$ cat src/rtl/status_tx_handshake.sv
// Purpose: queues status words and sends them one at a time to the Pico using a
//          4-phase REQ/ACK handshake, with data setup, ACK sync and timeout recovery.
// Latency: req_out rises SETUP_CYCLES+1 edges after a word is popped into data_out.
// Backpressure: in_ready drops while the FIFO is full; pushes seen then are ignored.
//
// Ports:
//   clk            system clock
//   reset          asynchronous, active-low reset
//   in_data/in_valid/in_ready  status word push interface
//   ack_in         asynchronous ACK from the Pico
//   data_out/req_out           parallel data bus and REQ towards the Pico
//   busy           transaction in flight or words still queued
//   sent_pulse     one cycle when a word completes its handshake
//   timeout_pulse  one cycle when an ACK phase times out
//   timeout_count  saturating count of timeouts
module status_tx_handshake #(
  parameter int DATA_WIDTH     = 4,
  parameter int FIFO_DEPTH     = 4,
  parameter int SETUP_CYCLES   = 2,
  parameter int TIMEOUT_CYCLES = 2_500_000,
  parameter int SYNC_STAGES    = 2
) (
  input  logic                  clk,
  input  logic                  reset,
  input  logic [DATA_WIDTH-1:0] in_data,
  input  logic                  in_valid,
  output logic                  in_ready,
  input  logic                  ack_in,
  output logic [DATA_WIDTH-1:0] data_out,
  output logic                  req_out,
  output logic                  busy,
  output logic                  sent_pulse,
  output logic                  timeout_pulse,
  output logic [7:0]            timeout_count
);

  localparam int AW      = $clog2(FIFO_DEPTH);
  localparam int CNT_MAX = (TIMEOUT_CYCLES > SETUP_CYCLES) ? TIMEOUT_CYCLES : SETUP_CYCLES;
  localparam int CW      = $clog2(CNT_MAX + 1);
  localparam logic [CW-1:0] SETUP_LAST   = CW'(SETUP_CYCLES);
  localparam logic [CW-1:0] TIMEOUT_LAST = CW'(TIMEOUT_CYCLES - 1);

  typedef enum logic [2:0] {
    S_IDLE,
    S_SETUP,
    S_WAIT_HI,
    S_WAIT_LO,
    S_RECOVER
  } state_t;

  state_t state, state_nxt;
  logic [CW-1:0] cnt, cnt_nxt;
  logic pop, push, sent_set, timeout_set;

  // ACK synchroniser; the FSM only ever looks at ack_s.
  logic [SYNC_STAGES-1:0] ack_sync;
  logic ack_s;
  assign ack_s = ack_sync[SYNC_STAGES-1];

  always_ff @(posedge clk or negedge reset) begin
    if (!reset) ack_sync <= '0;
    else        ack_sync <= {ack_sync[SYNC_STAGES-2:0], ack_in};
  end

  // Transmit FIFO with registered full/empty flags.
  logic [DATA_WIDTH-1:0] mem [FIFO_DEPTH];
  logic [AW-1:0] wr_ptr, rd_ptr;
  logic [AW:0]   count, count_nxt;
  logic          full, empty;

  assign in_ready = ~full;
  assign push     = in_valid & ~full;

  always_comb begin
    count_nxt = count;
    if (push && !pop)      count_nxt = count + (AW+1)'(1);
    else if (pop && !push) count_nxt = count - (AW+1)'(1);
  end

  always_ff @(posedge clk) begin
    if (push) mem[wr_ptr] <= in_data;
  end

  always_ff @(posedge clk or negedge reset) begin
    if (!reset) begin
      wr_ptr <= '0;
      rd_ptr <= '0;
      count  <= '0;
      full   <= 1'b0;
      empty  <= 1'b1;
    end else begin
      if (push) wr_ptr <= wr_ptr + AW'(1);
      if (pop)  rd_ptr <= rd_ptr + AW'(1);
      count <= count_nxt;
      full  <= (count_nxt == (AW+1)'(FIFO_DEPTH));
      empty <= (count_nxt == '0);
    end
  end

  // Handshake FSM: state register
  always_ff @(posedge clk or negedge reset) begin
    if (!reset) begin
      state <= S_IDLE;
      cnt   <= '0;
    end else begin
      state <= state_nxt;
      cnt   <= cnt_nxt;
    end
  end

  // Handshake FSM: next state and event strobes
  always_comb begin
    state_nxt   = state;
    cnt_nxt     = cnt;
    pop         = 1'b0;
    sent_set    = 1'b0;
    timeout_set = 1'b0;
    case (state)
      S_IDLE: begin
        if (!empty) begin
          pop       = 1'b1;
          state_nxt = S_SETUP;
        end
      end
      S_SETUP: begin
        // A stale ACK keeps the setup count pinned at zero so REQ never
        // rises while the Pico still shows ACK.
        if (ack_s)                   cnt_nxt   = '0;
        else if (cnt == SETUP_LAST)  state_nxt = S_WAIT_HI;
        else                         cnt_nxt   = cnt + CW'(1);
      end
      S_WAIT_HI: begin
        if (ack_s) begin
          state_nxt = S_WAIT_LO;
        end else if (cnt == TIMEOUT_LAST) begin
          timeout_set = 1'b1;
          state_nxt   = S_RECOVER;
        end else begin
          cnt_nxt = cnt + CW'(1);
        end
      end
      S_WAIT_LO: begin
        if (!ack_s) begin
          sent_set  = 1'b1;
          state_nxt = S_IDLE;
        end else if (cnt == TIMEOUT_LAST) begin
          timeout_set = 1'b1;
          state_nxt   = S_RECOVER;
        end else begin
          cnt_nxt = cnt + CW'(1);
        end
      end
      S_RECOVER: begin
        // Timed-out word is dropped; just wait for the Pico to release ACK.
        if (!ack_s) state_nxt = S_IDLE;
      end
      default: state_nxt = S_IDLE;
    endcase
    if (state_nxt != state) cnt_nxt = '0;
  end

  // Registered outputs so REQ and the pulses are glitch-free towards the pins.
  always_ff @(posedge clk or negedge reset) begin
    if (!reset) begin
      data_out      <= '0;
      req_out       <= 1'b0;
      sent_pulse    <= 1'b0;
      timeout_pulse <= 1'b0;
      timeout_count <= '0;
    end else begin
      if (pop) data_out <= mem[rd_ptr];
      req_out       <= (state_nxt == S_WAIT_HI);
      sent_pulse    <= sent_set;
      timeout_pulse <= timeout_set;
      if (timeout_set && timeout_count != 8'hFF)
        timeout_count <= timeout_count + 8'd1;
    end
  end

  assign busy = (state != S_IDLE) | ~empty;

endmodule
$ cat config.mk
export PLATFORM = sky130hd
export DESIGN_NAME = status_tx_handshake
export DESIGN_NICKNAME = d
export VERILOG_FILES = /design/src/rtl/status_tx_handshake.sv
export SDC_FILE = /design/constraint.sdc
export NUM_CORES = 1
export LEC_CHECK = 0
export CORE_ASPECT_RATIO = 1.4
export CORE_MARGIN = 3
export CORE_UTILIZATION = 40
export CTS_CLUSTER_DIAMETER = 50
export DETAILED_ROUTE_END_ITERATION = 10
export GPL_TIMING_DRIVEN = 0
export PLACE_DENSITY_LB_ADDON = 0.2
export SETUP_SLACK_MARGIN = 0.15
export SLEW_MARGIN = 10
export SYNTH_ARGS = -nofsm -noshare
export SYNTH_HDL_FRONTEND = slang
export SYNTH_SLANG_ARGS = --single-unit
$ cat constraint.sdc
create_clock -name clk -period 2.37 [get_ports clk]
set_input_delay 0.474 -clock clk [delete_from_list [all_inputs] [get_ports clk]]
set_output_delay 0.474 -clock clk [all_outputs]
set_load 0.02 [all_outputs]
## Word level (Yosys, flattened, before mapping)

Memories as Yosys holds them, arrays and structs flattened. A register that Yosys moved wholly into a read port is not among the register bits.
Cells that the tools add are included.

- Eq/ne operators: 13
- Multiplexer cells: 27
- Bitwise operators: 4
- Reduce and logical (&&, ||, !) cells: 11
- Add/subtract/negate cells: 6

Operators by type and width:

| operator | number |
|---|---|
| 2-to-1 mux 22 bit | 6 |
| one-hot mux 22 bit (3 select lines) | 1 |
| 2-to-1 mux 3 bit | 9 |
| adder 22 x 1 -> 22 bit (second input constant) | 1 |
| == test 22 x 2 -> 1 bit (second input constant) | 1 |
| == test 22 bit (second input constant) | 1 |
| one-hot mux 3 bit (5 select lines) | 1 |
| == test 3 x 2 -> 1 bit (second input constant) | 3 |
| 2-to-1 mux 1 bit | 9 |
| adder 8 x 1 -> 8 bit (second input constant) | 1 |
| inequality test 8 bit (second input constant) | 1 |
| == test 3 bit (second input constant) | 2 |
| zero test 3 bit | 2 |
| inequality test 3 bit (second input constant) | 2 |
| adder 2 x 1 -> 2 bit (second input constant) | 2 |
| inequality test 4 bit (second input constant) | 1 |
| AND reduction 4 bit | 1 |
| nonzero test 4 bit | 1 |
| adder 3 x 1 -> 3 bit (second input constant) | 1 |
| == test 3 x 1 -> 1 bit (second input constant) | 1 |
| logical AND 1 bit | 3 |
| zero test 1 bit | 3 |
| inequality test 3 bit | 1 |
| nonzero test 3 bit | 1 |
| other kinds (5) | 6 |

- RAM bits: 16
- Bits of input ports: 8
- Register bits: 47
- Memories: 1
- Output and inout bits: 17

Memories:

| memory | depth | bits a word | read ports | clocked after Yosys merged registers in | wr ports | RTL line | source |
|---|---|---|---|---|---|---|---|
| mem | 4 | 4 | 1 | 1 | 1 | 66 | `logic [DATA_WIDTH-1:0] mem [FIFO_DEPTH];` |

## Longest topological paths before layout

Gate-level depths: netlist (run 1).

- Depth after elaboration: 7
- Gate-level depth with buffers: 9
- Mapped depth without buffers: 8

## Least setup slack after synthesis (run 1)

Ideal clock, no wire load.

- Path type: register to register
- From: register cnt[0]
- To: register cnt[8]
- Arrival time: 1.993 ns
- Setup slack: 0.259 ns
- Cell stages (with the launch flop): 10
- Path buffers: 1
- Path through: dfrtp_1 inv_1 ha_1 nor4b_1 nand3_1 or4_1 nor3b_1 nand4b_4 buf_6 nor2_1

- Longest elaborated chain between the ends: 7
- Elaborated cells on any way between the ends: 22

Ends and longest elaborated chain:

| item | RTL line | source |
|---|---|---|
| from (decl) | 52 | `logic [CW-1:0] cnt, cnt_nxt;` |
| from (signal assigned) | 107 | `cnt <= cnt_nxt;` |
| == test 22 bit / == test 22 x 2 -> 1 bit (equally long branches) | 135, 146, 129 |  |
| 2-to-1 mux 3 bit, on equally long branches | 135, 146, 129 |  |
| 2-to-1 mux 3 bit, on equally long branches | 143, 128, 133 |  |
| one-hot mux 3 bit (5 select lines) | 118 | `case (state)` |
| inequality test 3 bit | 159 | `if (state_nxt != state) cnt_nxt = '0;` |
| inequality test 4 bit (no line) (tied with other cells) | -- |  |
| AND reduction 4 bit (no line) | -- |  |

Several ways; a longest one is shown, not always the timed one. The select of a mux whose other input is x is not followed.
A chain may end at the register's enable or synchronous reset.

## Worst setup path in the final report (run 1)

- From: register cnt[1]
- To: register cnt[18]

Same word-level chain as after synthesis.

==> reports/metrics.yaml, run 1 <==
period_share: 0.939
ys_seq_elements: 67
ant_nets: 0
critical_path_class: "reg -> reg"
syn_area_um2: 3350
numPortBuffers: 24
path_max_fanout: 5
core_area_um2: 7940
track_usage: 0.157
async_flop_share: 0.761
dp_hpwl_um: 4760
ir_drop_mv: 0.560
rrSetupSlack_ns: 0.14
clock_sinks: 67
clockBufferDepth: 2
slew_viol_final: 0
gp_congestion: 0.821
wl_per_cell_um: 15.8
dr.pass1.iters: 5
fillers: 655
p_per_area_nw_per_um2: 1000
nets: 377
drive_above_1_share: 0.337
worstPathArrival_ns: 2.46
clock-root-buffer: "clkbuf_8"
path_cells: "buf_4, ha_2, nor4b_4, nand3_1, or4_4, nor3b_4, nand4b_4, buf_6, nor2_1"
rr_endpoint: "cnt[18]$_DFFE_PN0P_"
drc_errors: 0
dp.cells: 421
cp.depth: 9
cts_tree: "yes"
crit_family: "simple AND/OR/NAND/NOR gates"
final_cell_mix: "dfrtp_1 (37), buf_4 (25), nor2_1 (22), clkdlybuf4s50_1 (22), xor2_1 (20)"
tns_ns: 0
finalCriticalPeriod_ns: 2.23
yosys_warnings: 0
skew_ns: 0.00899
grt_max_degree: 29
synth_cell_type_count: 53
seq_area_um2: 1770
cp_slowest_cell: "or4_4"
multiInputGateArea_um2: 1690
floorplan.rows: 38
chipHeight_um: 114
startpoint_type: "flop"
syn_nets: 313
cts_inserted_buffers: 9
initial_utilization: 0.422
cp-end-kind: "flop"
timing.rr.start: "cnt[1]$_DFFE_PN0P_"
worst_ep_required_time_ns: 2.61
grt_pass1_wl_um: 12000
worstRegToRegCells: 9
crit_path_start: "cnt[1]$_DFFE_PN0P_"
cp_num_buf_inv: 2
via_per_inst: 5.36
crit_end: "cnt[18]$_DFFE_PN0P_"
worstMarginPinSlew_ns: 0.590
area_growth_pct: 33.3
dieWidth_um: 83.3
final_common_cell: "dfrtp_1"
grt-ovfl-total: 0
cellLeakagePower_uw: 0.00180
cts_max_level: 3
max_stage_delay_ns: 0.44
p_total_uw: 4480
ys.flop_type: "dfrtp_1"
dieArea_um2: 9520
clk_latency_ns: 0.35
clk_pin_slew_ns: 0.08
antenna_found_initial: 0
syn_inst: 296
maxCapViolCount: 0
ios: 25
avgSynthCellArea_um2: 11.3
routed_wl_um: 7360
first_iter_violations: 73
finalSetupViolCount: 0
grt_pass1_vias: 2551
holdCritPathClass: "in -> async"
max-slew-margin-rel: 0.607
instances_no_fill: 465
rsz0062_at_grt: "yes"
n_antenna_cell: 0
synth_edf_count: 16
ys_seq_area_frac: 0.525
fmax_mhz: 449
hold_viol: 0
status: "complete, no violations"
vias: 2493
[power by group]
| part | total [µW] | internal [µW] | switching [µW] |
|---|---|---|---|
| registers | 1530 | 1400 | 137 |
| clock network | 1180 | 708 | 472 |
| logic | 1770 | 849 | 919 |
| total | 4480 | 2950 | 1530 |
[how the worst min path moves through the flow]
stage | to | from | depth (start not counted)
detailed placement | ack_sync[1]$_DFF_PN0_ | ack_sync[0]$_DFF_PN0_ | 0
global placement | ack_sync[1]$_DFF_PN0_ | ack_sync[0]$_DFF_PN0_ | 0
finish | cnt[6]$_DFFE_PN0P_ | reset | 1
floorplan | ack_sync[0]$_DFF_PN0_ | reset | 0
global route | cnt[6]$_DFFE_PN0P_ | reset | 1
CTS | cnt[6]$_DFFE_PN0P_ | reset | 1
[synthesized netlist by cell type (all sizes together) (2+ instances only)]
master	number	area (µm²)
mux4	4	90.1
and3	2	12.5
a21o	2	15.0
or3	3	18.8
xnor2	9	78.8
o2111ai	8	70.1
nor4	7	73.8
nor3	6	46.3
or4	2	18.8
nand2	19	71.3
xor2	21	184
nor3b	2	15.0
and4	3	27.5
and2	5	31.3
o31ai	3	22.5
nor2	35	131
inv	15	56.3
edfxtp	16	480
mux2	6	67.6
o211ai	5	37.5
ha	9	113
nand3	10	55.1
dfrtp	50	1250
a31oi	2	12.5
buf	4	26.3
clkbuf	7	26.3
nand2b	2	12.5
a21oi	9	45.0
o21ai	13	76.3
nand4	3	18.8
[registers in the layout (all words and copies together) (netlist names)]
name	count
rd_ptr	2
full	1
ack_sync	2
state	3
count	3
mem	16
cnt	22
timeout_count	8
wr_ptr	2
data_out	4
sent_pulse	1
req_out	1
empty	1
timeout_pulse	1
[per-stage QoR]
step           instance area (µm²)  utilization  hold slack, ns  worst slack (ns)
4_1_cts                       4180        0.527           0.124             0.150
6_report                      4460        0.562           0.120             0.143
3_5_place_dp                  3730        0.470           0.350            -0.169
2_1_floorplan                 3350            -           0.178             0.259
5_1_grt                       4460        0.562           0.146            0.0707
3_3_place_gp                  3710        0.468           0.339            -0.760
[cells by family after synthesis]
logic type      count (synthesis)  synth area share
simple gates                  106             0.181
buf+inv                        26            0.0325
compound gates                 48             0.102
flops                          67             0.525
mux                            10            0.0471
xor+xnor                       30            0.0784
fa+ha+maj                       9            0.0336
[metal layers]
layer / vias to the layer above / GRT usage / routed length, µm
met5: - / 0 / 0
met4: 0 / 0.0687 / 211
met3: 16 / 0.0439 / 248
met2: 52 / 0.273 / 3960
met1: 1232 / 0.181 / 2940
li1: 1193 / - / -
[area by class of cell]
cell class / count / share of cell area
clock inverter: 7 / 0.0280
timing repair buffer: 53 / 0.112
tap: 100 / 0.0280
sequential: 67 / 0.397
buffer: 11 / 0.0165
multi-input combinational: 203 / 0.378
inverter: 15 / 0.0126
clock buffer: 9 / 0.0277
[timing repair]
item | CTS | global route
gates resized for setup | 22 | 51
hold buffers | 0 | 0
gates cloned | 0 | 1
endpoints found under the setup margin | 28 | 30
setup buffers | 12 | 15
pin swaps | 6 | 16
Note: power is estimated with default switching activity, not from simulation.
==> inputs of run 2 (changes only) <==
--- a/config.mk
+++ b/config.mk
@@ -17,3 +17,4 @@
 export SYNTH_ARGS = -nofsm -noshare
 export SYNTH_HDL_FRONTEND = slang
 export SYNTH_SLANG_ARGS = --single-unit
+export TNS_END_PERCENT = 30
==> reports/metrics.yaml, run 2 (same netlist as run 1, synthesis figures left out) <==
grt_max_degree: 29
numPortBuffers: 24
grt-ovfl-total: 0
ir_drop_mv: 0.581
floorplan.rows: 38
finalSetupViolCount: 0
clock-root-buffer: "clkbuf_8"
first_iter_violations: 83
largest_reg_flops: 22
antenna_found_initial: 0
cts_hold_buffers: 0
status: "complete, no violations"
instances_no_fill: 462
p_comb_frac: 0.380
n_antenna_cell: 0
worst_ep_required_time_ns: 2.60
dieArea_um2: 9520
clk_pin_slew_ns: 0.08
worstPathArrival_ns: 2.53
cts_tree: "yes"
nets: 374
timing.rr.start: "cnt[5]$_DFFE_PN0P_"
maxCapViolCount: 0
vias: 2445
area_growth_pct: 28.8
grt_pass1_wl_um: 11900
dr.pass1.iters: 4
switching_share: 0.330
fillers: 667
place_area_um2: 3730
dp.cells: 421
final_core_util: 0.543
via_per_inst: 5.29
skew_ns: 0.00897
gp_congestion: 0.821
p_per_area_nw_per_um2: 1010
holdCritPathClass: "in -> async"
rsz0062_at_grt: "yes"
chipHeight_um: 114
worstRegToRegCells: 9
hold_ws_ns: 0.125
finish.instance_area_um2: 4310
clockBufferDepth: 2
initial_utilization: 0.422
final_cell_mix: "dfrtp_1 (44), nor2_1 (35), buf_4 (23), clkdlybuf4s50_1 (22), xor2_1 (21)"
intPower_uw: 2900
wl_per_cell_um: 15.3
core_area_um2: 7940
regMostFlops: "cnt"
rrSetupSlack_ns: 0.07
final_common_cell: "dfrtp_1"
ios: 25
dieWidth_um: 83.3
top_regs: "cnt: 22 flops, mem: 16 flops, timeout_count: 8 flops"
finalCriticalPeriod_ns: 2.30
drive_above_1_share: 0.257
period_share: 0.971
clock_sinks: 67
hold_viol: 0
path_max_fanout: 5
ant_nets: 0
routed_wl_um: 7070
fmax_mhz: 435
cellLeakagePower_uw: 0.00178
power_frac_seq: 0.350
cts_inserted_buffers: 9
slew_viol_final: 0
p_clk_frac: 0.270
multiInputGateArea_um2: 1590
dp_hpwl_um: 4760
startpoint_type: "flop"
grt_pass1_vias: 2548
max-slew-margin-rel: 0.608
clk_latency_ns: 0.34
seq_area_um2: 1770
p_total_uw: 4340
track_usage: 0.156
drc_errors: 0
critical_path_class: "reg -> reg"
cp-end-kind: "flop"
power.switching_uw: 1430
rr_endpoint: "cnt[20]$_DFFE_PN0P_"
worstMarginPinSlew_ns: 0.588
cts_max_level: 3
-- run 2: cell count changes in the layout (fill, tap and decap cells not counted), sizes merged --
| cell | delta |
|---|---|
| clkbuf | +2 |
| buf | -5 |
-- run 2: worst max path at each step --
stage,from,slack [ns],end
floorplan,cnt[0]$_DFFE_PN0P_,0.26,cnt[8]$_DFFE_PN0P_
global route,cnt[5]$_DFFE_PN0P_,-0.01,cnt[20]$_DFFE_PN0P_
finish,cnt[5]$_DFFE_PN0P_,0.07,cnt[20]$_DFFE_PN0P_
CTS,cnt[1]$_DFFE_PN0P_,0.13,timeout_count[7]$_DFFE_PN0P_
global placement,reset,-0.76,timeout_count[6]$_DFFE_PN0P_
detailed placement,cnt[5]$_DFFE_PN0P_,-0.17,cnt[15]$_DFFE_PN0P_
-- run 2: layout make-up --
cell class | instances | share of cell area
Sequential cell | 67 | 0.409
Tap cell | 100 | 0.0290
Inverter | 15 | 0.0131
Multi-Input combinational cell | 203 | 0.368
Clock inverter | 7 | 0.0290
Clock buffer | 9 | 0.0287
Timing Repair Buffer | 50 | 0.107
Buffer | 11 | 0.0154
-- run 2: worst max-delay path: stages (launching register included) --
cell and delay [ns]:
dfrtp_2 0.44, nor4_4 0.34, and4_1 0.27, buf_6 0.13, a41oi_4 0.16, buf_4 0.19, buf_4 0.13, o2111ai_2 0.23
xor2_1 0.23, nor2_1 0.07
-- run 2: metrics by stage --
| stage | TNS (ns) | setup WS (ns) |
|---|---|---|
| floorplan | 0 | 0.259 |
| global placement | -39.89 | -0.760 |
| detailed placement | -2.30 | -0.169 |
| finish | 0 | 0.0688 |
| CTS | 0 | 0.126 |
| global route | -0.0130 | -0.0130 |
-- run 2: per-layer routing --
metal	track usage	up-vias	part of all wire
li1	-	1185	-
met2	0.267	41	0.53
met5	0	-	0
met1	0.181	1204	0.41
met4	0.0720	0	0.026
met3	0.0439	15	0.034
-- run 2: power by group through the flow --
stage	clock network (µW)	registers (µW)	logic, µW
after global routing	1260	1540	1800
after CTS	1200	1520	1480
final	1170	1520	1650
after floorplan	0	1570	889
after global placement	0	1550	1270
after detailed placement	0	1550	1290
-- run 2: what timing repair did --
action                                  4_1_cts  5_1_grt
gates cloned                                  0        1
setup buffers                                12       12
pin swaps                                     6        8
endpoints found under the setup margin       28       29
gates resized for setup                      16       18
==> RTL change 1: new RTL, settings of run 2 <==
Reset style: synchronous (`reset`), changed in 4 clocked blocks. Comments in the files are not updated.
--- a/src/rtl/status_tx_handshake.sv
+++ b/src/rtl/status_tx_handshake.sv
@@ -58,5 +58,5 @@
   assign ack_s = ack_sync[SYNC_STAGES-1];
 
-  always_ff @(posedge clk or negedge reset) begin
+  always_ff @(posedge clk) begin
     if (!reset) ack_sync <= '0;
     else        ack_sync <= {ack_sync[SYNC_STAGES-2:0], ack_in};
@@ -82,5 +82,5 @@
   end
 
-  always_ff @(posedge clk or negedge reset) begin
+  always_ff @(posedge clk) begin
     if (!reset) begin
       wr_ptr <= '0;
@@ -99,5 +99,5 @@
 
   // Handshake FSM: state register
-  always_ff @(posedge clk or negedge reset) begin
+  always_ff @(posedge clk) begin
     if (!reset) begin
       state <= S_IDLE;
@@ -161,5 +161,5 @@
 
   // Registered outputs so REQ and the pulses are glitch-free towards the pins.
-  always_ff @(posedge clk or negedge reset) begin
+  always_ff @(posedge clk) begin
     if (!reset) begin
       data_out      <= '0;
Behaviour: differs if reset is asserted again (counterexample within 4 cycles, from zero or initial values and one cycle with reset low); with reset held inactive, the same outputs for 10 cycles.
==> RTL change 1 against run 2 <==
Setup slack worse by 31 ps; combinational power is 49% lower; wire length is 4.0% lower; synthesized area is 5.5% lower; cell count is 3.9% higher; cell area is 7.2% lower; total power is 29% lower; sequential cell count stayed put; critical path type unchanged; critical endpoint is now timeout_count[5]; largest cell class is now multi-input combinational cells; highest routed layer unchanged.
==> RTL change 1: results (changes against run 2) <==
# diodes 0 (unchanged); initial antenna violation count 0 (unchanged); Post-synth EDFFs 16 (unchanged); Synth top cells by count dfxtp_1, nor2_1, xnor2_1; DRT iter0 DRCs 69 (-17%); worst slack at placement -191 ps (-22.0 ps); HPWL after DPL 4890 um (+2.8%); Clk pin slew, worst setup/hold paths 70 ps; worst-path fanout max 6 (+1); reg2reg setup slack 40 ps (-30 ps); count of port buffers added during placement 24 (unchanged); placed cell area 3540 um2 (-5.0%); RR Startpoint cnt[1]; Hold Crit Start ack_sync[0]; final net count 395 (+5.6%); Finished Cell Area 4000 um2 (-7.2%); GR Util All Layers 15.9% (+0.29 points); Min-Delay Endpoint ack_sync[1]; post-DR vias/cell 5.22 (-1.4%); clk_lat worst skew 340 ps (about the same); largest net degree at the start of global routing 12 (-59%); Root Buffer clkbuf_8; vias in the first global route 2,475 (-2.9%); first-pass GRT wire length 11,100 um (-6.2%); Lkg Pwr 1.40 nW (-21%); Num CTS Buffers 9 (unchanged); FILL cells 681 (+2.1%); sequential area share after synthesis 47.4% (-5.1 points); slowest cell delay on critical path 480 ps (+40 ps); top cells by area, synth dfxtp_1, edfxtp_1, xnor2_1; Pre-Repair DR Iteration Count 4 (unchanged); H-tree depth 3 (unchanged); Rel. slew slack 47.5% (-13 points); Max Root-Sink Buffers 2 (unchanged); syn nets 349 (+12%); worst hold path class flop to flop; async set-or-reset flop fraction in the synthesized netlist 0% (-76 points); reg-to-reg endpoint timeout_count[5]; synth unique cells 44 (-17%); hold depth 1; Warnings, synthesis 0 (unchanged); WL/cell 14.1 um (-7.6%); worst r2r path cells 10 (+1); Worst IR Drop VDD 0.361 mV (-38%); status finished clean; final worst clock skew 6.31 ps (-2.66 ps); GPL Wtd Cong 0.876 (+6.8%); CP max-delay cell or4_4; ys flop type dfxtp_1; layout cell share with drive strength beyond 1 16.4% (-9.2 points)
==> RTL change 1: kinds of logic after synthesis <==
kind of cell	Yosys count	synth area share, %
AND/OR/NAND/NOR	152	24.6
XOR/XNOR	33	9.13
multiplexers	9	4.43
flip-flops	67	47.4
AO/OA/AOI/OAI	36	7.27
buffers and inverters	25	3.32
adder cells (fa/ha/maj)	10	3.87
==> RTL change 1: how the worst max path moves through the flow <==
stage,slack (ps),endpoint,from,depth (start not counted)
5_1_grt,-30,timeout_count[5],cnt[1],10
3_3_place_gp,-200,cnt[15],cnt[1],9
2_1_floorplan,160,timeout_count[3],cnt[1],8
4_1_cts,20,timeout_count[3],cnt[1],8
6_report,40,timeout_count[5],cnt[1],10
3_5_place_dp,-190,cnt[15],cnt[5],7
==> RTL change 1: final cells by class <==
type | count | area share, %
flip-flops and latches | 67 | 37.7
multi-input cells | 240 | 43.1
well taps | 97 | 3.03
plain buffers | 12 | 2.09
inverters | 13 | 1.22
clock buffers | 14 | 4.35
clock inverters | 2 | 0.250
repair buffers | 35 | 8.22
==> RTL change 1: routing by layer <==
metal	vias to the layer above	routed length (um)	GRT usage, %	share of wire, %
li1	1256	-	-	-
met1	1193	2600	16.2	38
met2	43	3830	29.3	56
met3	13	213	3.41	3.1
met4	0	139	7.89	2.0
met5	-	0	0	0
==> RTL change 1: worst max-delay path: cells and delay by family (launching register included) <==
kind / cells / cell delay (ps)
AND/OR/NAND/NOR: 5 / 1140
buffers and inverters: 3 / 410
flip-flops: 1 / 380
adder cells (fa/ha/maj): 1 / 160
XOR/XNOR: 1 / 130
==> RTL change 1: timing repair <==
item | CTS | global route
setup buffers | 2 | 9
pin swaps | 1 | 22
hold buffers | 0 | 0
setup endpoints to repair | 37 | 31
gates resized for setup | 17 | 34
==> RTL change 1: per-stage QoR <==
stage	TNS, ps	hold slack, ps	instances
CTS	0	438	471
floorplan	0	412	332
global placement	-2260	420	453
finish	0	434	480
detailed placement	-2410	422	453
global route	-162	457	480
==> RTL change 1: report_power, final <==
part | internal (W) | leakage (nW) | switching (W)
Combinational | 0.000372 | 0.747 | 0.000473
Sequential | 0.00128 | 0.562 | 0.0000798
Clock | 0.000470 | 0.0956 | 0.000406
==> RTL change 2: new RTL, settings of run 2 <==
Without the edit above. Change the parameter `FIFO_DEPTH` from 4 to 2.
--- a/src/rtl/status_tx_handshake.sv
+++ b/src/rtl/status_tx_handshake.sv
@@ -16,5 +16,5 @@
 module status_tx_handshake #(
   parameter int DATA_WIDTH     = 4,
-  parameter int FIFO_DEPTH     = 4,
+  parameter int FIFO_DEPTH     = 2,
   parameter int SETUP_CYCLES   = 2,
   parameter int TIMEOUT_CYCLES = 2_500_000,
Check against the original RTL: not equivalent (Yosys sat finds a counterexample within 4 cycles, from zero or initial values and one cycle with reset low).
==> RTL change 2 against run 2 <==
The run now ends with setup timing left; synthesized area down 15%; cell count decreased by 7.1%; clock power is 56% lower; cell area decreased by 15%; sequential share of layout area shrank 1.5 points; sequential cell count shrank 11; wire length fell by 11%; total power fell by 27%; setup slack got worse by 160 ps.
==> RTL change 2: results (changes against run 2) <==
status finished with violations; failing checks setup timing; Worst IR Drop VDD 0.543 mV (-6.5%); setup bufs post-CTS 14 (+2); sequential share of power 38.3% (+3.3 points); Synth Area in XOR/XNOR 7.98% (+0.14 points); Pwr Density 862 nW/um2 (-14%); complex-gate fraction of the synthesized area 7.81% (-2.4 points); final worst slack -89.2 ps (-158 ps); Sw Share 36.6% (+3.6 points); total power 0.00317 W (-27%); GR Util All Layers 15.5% (-0.094 points); Num CTS Buffers 5 (-4); Signal inverters 7 (-8); top cells by area, synth dfrtp_1, edfxtp_1, xnor2_1; Final setup viols 22 (+22); worst slack at placement -443 ps (-275 ps); Synth top cells by count dfrtp_1, nor2_1, nand2_1; synth unique cells 48 (-9.4%); #MultiIn Comb 209 (+3.0%); GPL Wtd Cong 0.812 (-1.1%); TNS Setup -1380 ps (-1380 ps); final wirelength 6270 um (-11%); placed cell area 3260 um2 (-13%); first-pass GRT wire length 10,200 um (-14%); Clk pin slew, worst setup/hold paths 100 ps (+20 ps); Lkg Pwr 1.48 nW (-17%); final net count 347 (-7.2%); post-synthesis mux area share 3.25% (-1.5 points); HPWL after DPL 4350 um (-8.8%); largest registers cnt: 22 flops, mem: 8 flops, timeout_count: 8 flops; worst-path fanout max 9 (+4); post-synthesis adder-cell area fraction 1.32% (-2.0 points); syn nets 296 (-5.4%); H-tree depth 2 (-1); Finished Layout Cells 429 (-7.1%); CLK BUF 6 (-3); async set-or-reset flop fraction in the synthesized netlist 85.7% (+9.6 points); layout cell share with drive strength beyond 1 23.7% (-2.0 points); non-clk buf share 14.0% (+1.7 points); flip-flop and latch count 56 (-16%); CP max-delay cell or4_4; final worst clock skew 5.57 ps (-3.40 ps); Comb power 0.00145 W (-12%); vias in the first global route 2,157 (-15%); Post-CTS Resized 26 (+10); DP Cell Count 402 (-4.5%); sequential area share after synthesis 50.6% (-1.9 points); DRT iter0 DRCs 171 (+110%); via count 2,260 (-7.6%); Post-Syn Area per Cell 10.0 um2 (-12%); Register Area 1450 um2 (-18%); count of plain and timing-repair buffers 57 (-6.6%); multi-input combinational area share 40.5% (+3.6 points); clk_lat worst skew 300 ps (-40 ps); Rel. slew slack 57.0% (-3.9 points); FILL cells 635 (-4.8%)
-- RTL change 2: cell count changes after synthesis, sizes merged, moves of 8 or more --
cell     before  now
xnor2         9   19
xor2         21    7
edfxtp       16    8
nor3          6   22
o2111ai       8    0
inv          15    7
-- RTL change 2: path summary, 6_finish.rpt --
| check | start | end | slack, ps | cells after the start |
|---|---|---|---|---|
| max in group asynchronous | reset | empty | 1600 | 2 |
| min in group clk | ack_sync[0] | ack_sync[1] | 380 | 0 |
| setup / recovery | ack_sync[1] | cnt[15] | -90 | 8 |
| hold / removal | reset | timeout_count[7] | 150 | 1 |
| setup reg to reg | ack_sync[1] | cnt[15] | -90 | 8 |
| hold reg to reg | ack_sync[0] | ack_sync[1] | 380 | 0 |
-- RTL change 2: layer usage --
metal	global-route usage, %	share of wire (%)
met1	18.3	40
met2	27.8	54
met3	2.46	3.0
met4	6.36	2.5
met5	0	0
